`config.mk`:
```
export PLATFORM = sky130hd
export DESIGN_NAME = spi_frame_tx
export DESIGN_NICKNAME = d
export VERILOG_FILES = /design/src/rtl/spi_frame_tx.sv
export SDC_FILE = /design/constraint.sdc
export NUM_CORES = 1
export LEC_CHECK = 0
export ABC_CLOCK_PERIOD_IN_PS = 17300
export CAP_MARGIN = 20
export CORE_MARGIN = 2
export CORE_UTILIZATION = 40
export CTS_CLUSTER_DIAMETER = 30
export DETAILED_ROUTE_END_ITERATION = 10
export GPL_ROUTABILITY_DRIVEN = 0
export HOLD_SLACK_MARGIN = 0.08
export PLACE_DENSITY = 0.65
export SETUP_SLACK_MARGIN = 0.3
export SLEW_MARGIN = 0
export SYNTH_ARGS = -nofsm -noshare
export SYNTH_HDL_FRONTEND = slang
export SYNTH_SLANG_ARGS = --single-unit
export TNS_END_PERCENT = 1
```
`constraint.sdc`:
```
create_clock -name clk -period 17.3 [get_ports clk]
set_clock_uncertainty 0.05 [all_clocks]
set_input_delay 2.595 -clock clk [delete_from_list [all_inputs] [get_ports clk]]
set_output_delay 2.595 -clock clk [all_outputs]
set_load 0.05 [all_outputs]
```
`src/rtl/spi_frame_tx.sv`:
```
// Mode-0 SPI serializer for the display path: shifts a latched byte frame out
// MSB-byte-first, with a fixed idle gap between bytes and a completion pulse.
module spi_frame_tx #(
  parameter int FRAME_BYTES  = 19,
  parameter int CLK_DIV      = 50,
  parameter int BYTE_GAP     = 100,
  parameter int STOP_AT_NULL = 0
) (
  input  logic                     clk,
  input  logic                     rst,
  input  logic                     begin_transmission,
  input  logic [8*FRAME_BYTES-1:0] data_in,
  output logic                     ss,
  output logic                     sclk,
  output logic                     mosi,
  output logic                     busy,
  output logic                     end_transmission,
  output logic [1:0]               state_dbg
);

  localparam int W     = 8 * FRAME_BYTES;
  localparam int BC_W  = $clog2(FRAME_BYTES + 1);
  localparam int DIV_W = (CLK_DIV > 1) ? $clog2(CLK_DIV) : 1;
  localparam int GAP_W = (BYTE_GAP > 1) ? $clog2(BYTE_GAP) : 1;

  localparam logic [DIV_W-1:0] DIV_LAST  = DIV_W'(CLK_DIV - 1);
  localparam logic [GAP_W-1:0] GAP_LAST  = GAP_W'(BYTE_GAP - 1);
  localparam logic [BC_W-1:0]  LAST_BYTE = BC_W'(FRAME_BYTES - 1);

  typedef enum logic [1:0] {IDLE, SHIFT, GAP, DONE} state_t;

  state_t           state, state_d;
  logic [W-1:0]     shreg, shreg_d;
  logic [7:0]       sent_byte, sent_byte_d;
  logic [7:0]       cur_byte;
  logic [BC_W-1:0]  byte_cnt, byte_cnt_d;
  logic [2:0]       bit_cnt, bit_cnt_d;
  logic [DIV_W-1:0] div_cnt, div_cnt_d;
  logic [GAP_W-1:0] gap_cnt, gap_cnt_d;
  logic             ss_d, sclk_d, mosi_d, busy_d, end_d;
  logic             armed, armed_d;

  // Handshake: begin_transmission is a level request, accepted in IDLE only
  // when armed; armed clears on accept and re-sets on any cycle the request
  // is low, so a request held high across completion never restarts a frame.

  // Bits leave the MSB of shreg; cur_byte is the byte whose last bit is on mosi.
  assign cur_byte  = {sent_byte[6:0], mosi};
  assign state_dbg = state;

  always_comb begin
    state_d     = state;
    shreg_d     = shreg;
    sent_byte_d = sent_byte;
    byte_cnt_d  = byte_cnt;
    bit_cnt_d   = bit_cnt;
    div_cnt_d   = div_cnt;
    gap_cnt_d   = gap_cnt;
    ss_d        = ss;
    sclk_d      = sclk;
    mosi_d      = mosi;
    busy_d      = busy;
    end_d       = 1'b0;
    armed_d     = armed | ~begin_transmission;

    case (state)
      IDLE: begin
        if (begin_transmission && armed) begin
          shreg_d    = data_in;
          ss_d       = 1'b0;
          sclk_d     = 1'b0;
          busy_d     = 1'b1;
          mosi_d     = data_in[W-1];
          byte_cnt_d = '0;
          bit_cnt_d  = '0;
          div_cnt_d  = '0;
          armed_d    = 1'b0;
          state_d    = SHIFT;
        end
      end

      SHIFT: begin
        if (div_cnt == DIV_LAST) begin
          div_cnt_d = '0;
          sclk_d    = ~sclk;
          if (sclk) begin
            sent_byte_d = cur_byte;
            if (bit_cnt != 3'd7) begin
              bit_cnt_d = bit_cnt + 3'd1;
              shreg_d   = shreg << 1;
              mosi_d    = shreg[W-2];
            end else if (byte_cnt == LAST_BYTE ||
                         (STOP_AT_NULL != 0 && cur_byte == 8'h00)) begin
              state_d = DONE;
            end else begin
              gap_cnt_d = '0;
              state_d   = GAP;
            end
          end
        end else begin
          div_cnt_d = div_cnt + DIV_W'(1);
        end
      end

      GAP: begin
        if (gap_cnt == GAP_LAST) begin
          byte_cnt_d = byte_cnt + BC_W'(1);
          bit_cnt_d  = '0;
          div_cnt_d  = '0;
          shreg_d    = shreg << 1;
          mosi_d     = shreg[W-2];
          state_d    = SHIFT;
        end else begin
          gap_cnt_d = gap_cnt + GAP_W'(1);
        end
      end

      DONE: begin
        ss_d    = 1'b1;
        mosi_d  = 1'b0;
        busy_d  = 1'b0;
        end_d   = 1'b1;
        state_d = IDLE;
      end

      default: state_d = IDLE;
    endcase
  end

  always_ff @(posedge clk or posedge rst) begin
    if (rst) begin
      state            <= IDLE;
      shreg            <= '0;
      sent_byte        <= '0;
      byte_cnt         <= '0;
      bit_cnt          <= '0;
      div_cnt          <= '0;
      gap_cnt          <= '0;
      ss               <= 1'b1;
      sclk             <= 1'b0;
      mosi             <= 1'b0;
      busy             <= 1'b0;
      end_transmission <= 1'b0;
      armed            <= 1'b1;
    end else begin
      state            <= state_d;
      shreg            <= shreg_d;
      sent_byte        <= sent_byte_d;
      byte_cnt         <= byte_cnt_d;
      bit_cnt          <= bit_cnt_d;
      div_cnt          <= div_cnt_d;
      gap_cnt          <= gap_cnt_d;
      ss               <= ss_d;
      sclk             <= sclk_d;
      mosi             <= mosi_d;
      busy             <= busy_d;
      end_transmission <= end_d;
      armed            <= armed_d;
    end
  end

endmodule
```
Word-level counts from Yosys, hierarchy flattened

Index checks and enable logic that the tools add are counted.

Reductions and logical operators: 15
Bitwise logic cells: 3
$add $sub $neg: 4
Equal/unequal tests: 15
Mux-type cells: 47

Operator list:

| cell                                        | number |
|---|---|
| 2-to-1 mux 151 bit                          | 5 |
| one-hot mux 151 bit (3 select lines)        | 1 |
| 2-to-1 mux 7 bit                            | 5 |
| 2-to-1 mux 6 bit                            | 3 |
| one-hot mux 6 bit (3 select lines)          | 1 |
| != test 2 bit, second input constant        | 8 |
| 2-to-1 mux 3 bit                            | 5 |
| one-hot mux 7 bit (2 select lines)          | 1 |
| 2-to-1 mux 1 bit                            | 12 |
| AND reduction 6 bit                         | 2 |
| 2-to-1 mux 2 bit                            | 5 |
| 2-to-1 mux 5 bit                            | 2 |
| one-hot mux 5 bit (2 select lines)          | 1 |
| AND reduction 5 bit                         | 2 |
| one-hot mux 3 bit (3 select lines)          | 1 |
| AND reduction 3 bit                         | 3 |
| one-hot mux 2 bit (4 select lines)          | 1 |
| nonzero test 2 bit                          | 4 |
| adder 7 x 1 -> 7 bit, second input constant | 1 |
| equality test 7 bit, second input constant  | 1 |
| adder 6 x 1 -> 6 bit, second input constant | 1 |
| equality test 6 bit, second input constant  | 1 |
| one-hot mux 1 bit (2 select lines)          | 3 |
| adder 5 x 1 -> 5 bit, second input constant | 1 |
| 12 further kinds                            | 14 |

Bits of input ports: 155
Output and inout bits: 7
Flip-flop bits (word level): 180
Word-level logic and storage cells: 96

Logic depth before layout (Yosys ltp)

Depth after elaboration: 6
Depth in mapped cells: 10
Depth with buffers taken out: 6

Worst setup path after synthesis

No wires, ideal clock.

Path kind: input-to-reg
Start point: input port begin_transmission
End point: register bit_cnt[0]
Arrival time: 3888 ps
Path buffers: 3
Setup time: 127 ps
Stages: 7
Required time: 17123 ps
Setup slack: 13234 ps
Path through: a21bo_2 -> o21ai_2 -> a2111oi_4 -> buf_6 -> buf_12 -> buf_6 -> mux2_1

Word-level cells in the longest chain between the ends: 3

RTL lines:

| item                          | RTL line | text |
|---|---|---|
| from (decl)                   | 11       | `input logic begin_transmission,` |
| logical AND 1 bit             | 68       | `if (begin_transmission && armed) begin` |
| != test 2 bit (no line)       | -        |  |
| AND reduction 6 bit (no line) | -        |  |
| to (signal assigned)          | 150      | `bit_cnt <= bit_cnt_d;` |
| to (decl)                     | 37       | `logic [2:0] bit_cnt, bit_cnt_d;` |

No other way between the ends.
A chain may end at the register's enable or synchronous reset.

Worst setup path in the final report

Start point: input port begin_transmission
End point: register shreg[42]

Word-level cells in the longest chain between the ends: 3

RTL lines:

| item                          | RTL line | text |
|---|---|---|
| logical AND 1 bit             | 68       |  |
| != test 2 bit (no line)       | -        |  |
| AND reduction 6 bit (no line) | -        |  |
| to (signal assigned)          | 147      | `shreg <= shreg_d;` |
| to (decl)                     | 33       | `logic [W-1:0] shreg, shreg_d;` |

No other way between the ends.

==> out/qor.json <==
{
  "area.growth.synth_to_final_pct": 26.2,
  "finalSetupViolations": 0,
  "critPathMaxFanout": 82,
  "clk_root_buffer_cell": "clkbuf_16",
  "floorplan.die_area_um2": 24300,
  "hold_depth": 1,
  "numClockSinks": 180,
  "final_min_period_over_clock_period": 0.280,
  "initial_antenna_violation_count": 1,
  "relSlewSlack": 0.287,
  "portion_of_synthesized_cell_area_occupied_by_the_leading_cell_type": 0.483,
  "cp_data_arrival_time_ns": 5.09,
  "numCtsBuffers": 17,
  "ys_ff_latch": 180,
  "grt_use_total": 0.157,
  "run_status": "finished, final reports clean",
  "syn_avg_cell_area_um2": 13.7,
  "timing.critical_path.slowest_cell_delay_ns": 0.85,
  "critical_path.n_buffers_inverters": 2,
  "maxSlewViolCount": 0,
  "tritoncts_clock_tree": "done",
  "grt_first_pass_wirelength_mm": 30.6,
  "synthesized_instance_count": 671,
  "min-delay-path-class": "register to register",
  "drt_drc_violations_left": 0,
  "grt_setup_unrepaired": "false",
  "place_worst_setup_slack_ns": 12.01,
  "criticalPathCategory": "primary input to register",
  "synth_seq_area_share": 0.489,
  "floorplan.io_pins": 162,
  "timing.final.crit_period_ns": 4.84,
  "postCtsResizedCells": 0,
  "crit_path_cell_trace": "clkdlybuf4s50_1, a21bo_2, o21ai_2, a2111oi_4, buf_4, mux2_2",
  "end_kind": "register",
  "leakagePower_uw": 0.00571,
  "yosys-top-cells-area": "dfrtp_1 48%, mux2_2 30%, mux2_1 7.1%, ha_1 1.5%, clkbuf_1 0.98%",
  "synthArstFlopShare": 1.00,
  "dp.final_hpwl_mm": 12.5,
  "cts.repair_timing.setup_buffer_count": 0,
  "final_antenna_net_count": 0,
  "firstDrtPassIters": 4,
  "synth-edff-count": 0,
  "core-area_um2": 22600,
  "peak_supply_drop_v": 0.0000563,
  "placement_row_count": 55,
  "max_slew.worst_pin.slew_ns": 1.07,
  "via_count_of_the_first_global_routing_pass": 6096,
  "postSynthNetCount": 837,
  "cp-start-kind": "primary input",
  "critical_path_required_ns": 17.56,
  "synthTopCellsByCount": "246 x mux2_2, 178 x dfrtp_1, 58 x mux2_1, 24 x clkbuf_1",
  "total_cell_area_at_the_placement_stage_um2": 11000,
  "final-hold-violation-count": 0,
  "cts.hold.buffers_added": 0,
  "clk_latency_ns": 0.42,
  "finalNetCount": 981,
  "globalRoute.totalOverflow": 0,
  "synth.most_common_cell": "mux2_2",
  "postRouteWirelength_mm": 18.3,
  "layout_cells_sized_above_1": 0.354,
  "cts-root-to-sink-buffers": 2,
  "synth.cell_area_um2": 9220,
  "most_instantiated_flip_flop_cell_in_the_synthesis_netlist": "dfrtp_1",
  "fin_tns_setup_ns": 0,
  "path_depth": 6,
  "chipHeight_um": 156,
  "postLayoutSetupSlackWorst_ns": 12.46,
  "fmax_mhz": 207,
  "synth_top_cell_by_area": "dfrtp_1",
  "die_width_um": 156,
  "drt-vias-per-instance": 5.15,
  "p_per_area_nw_per_um2": 74.2,
  "cts_max_level": 4,
  "initial_core_util": 0.407,
  "final_area_um2": 11600,
  "critical-path-top-delay-family": "buffers and inverters",
  "r2r_cells": 7,
  "netlist-cell-type-count": 54,
  "grt_start_max_net_pins": 110,
  "routed_wire_length_per_instance_um": 16.4,
  "buffer_ports.inserted": 161,
  "drtIter0Drc": 220,
  "crit_path_top_delay_cell": "buf_4",
  "clkSlewWorstSetupHoldPaths_ns": 0.07,
  "cap_violations": 0,
  "ys.warnings.count": 0,
  "route.vias.total": 5741
}
[logic make-up after synthesis]
family / share of synthesized area
mux: 0.379
flops: 0.489
simple gates: 0.0415
buf+inv: 0.0339
compound gates: 0.0396
fa+ha+maj: 0.0149
xor+xnor: 0.00190
[routing by layer]
layer | GRT usage | up-vias | wire (um)
met5 | 0 | - | 0
met4 | 0.0568 | 0 | 313
met3 | 0.0400 | 21 | 964
met2 | 0.267 | 117 | 9220
met1 | 0.194 | 2868 | 7770
li1 | - | 2735 | -
[cells in the final DEF, fill, tap and decap left out, drive strengths merged, types with 3 or more instances in the layout]
cell type      netlist  layout
nor2b                5       5
ha                  11      11
dfrtp              178     178
clkbuf              24      21
nand2               13      13
o21ai               12      12
inv                 13      18
nand2b               4       4
buf                 18       6
mux2               304     304
nand4                9       9
o41ai                6       6
nand3                8       8
o2bb2ai              4       4
mux2i                7       7
clkdlybuf4s50        0     161
nor2                10      10
a21boi               3       3
nor3                 3       3
[metrics by stage]
stage / instances / power, uW / hold WS, ns / util
after floorplan: 671 / 436 / 0.402 / -
after global placement: 1079 / 473 / 0.411 / 0.484
after detailed placement: 1079 / 474 / 0.419 / 0.484
after CTS: 1111 / 876 / 0.435 / 0.511
after global routing: 1114 / 898 / 0.446 / 0.514
final: 1114 / 863 / 0.430 / 0.514
[where the power goes]
part	leakage, uW	internal [uW]	switching, uW
clock	0.000292	228	171
sequential	0.00247	421	0
combinational	0.00295	31.3	13.3
total	0.00571	680	184
[layout make-up]
class                      count  area (um^2)
clock buffer                  21          470
sequential                   180         4510
inverter                      13         53.8
fill                        1914        11000
antenna                        1         2.50
clock inverter                11          136
tap                          285          357
multi-input combinational    436         4410
timing repair buffer         167         1700
[state kept, by name (all words and copies together), names as in the netlist]
| register | count |
|---|---|
| shreg | 151 |
| end_transmission | 1 |
| mosi | 1 |
| ss | 1 |
| state_dbg | 2 |
| byte_cnt | 5 |
| armed | 1 |
| sclk | 1 |
| bit_cnt | 3 |
| gap_cnt | 7 |
| busy | 1 |
| div_cnt | 6 |
[path summary, 6_finish.rpt]
kind | startpoint | slack (ns) | to
setup reg to reg | state_dbg[0] | 14.09 | shreg[42]
max in group asynchronous | rst | 13.10 | shreg[84]
hold / removal | shreg[5] | 0.43 | shreg[5]
setup / recovery | begin_transmission | 12.46 | shreg[42]
hold reg to reg | shreg[5] | 0.43 | shreg[5]
min in group asynchronous | rst | 2.48 | shreg[31]
Note: power is estimated with default switching activity, not from simulation.
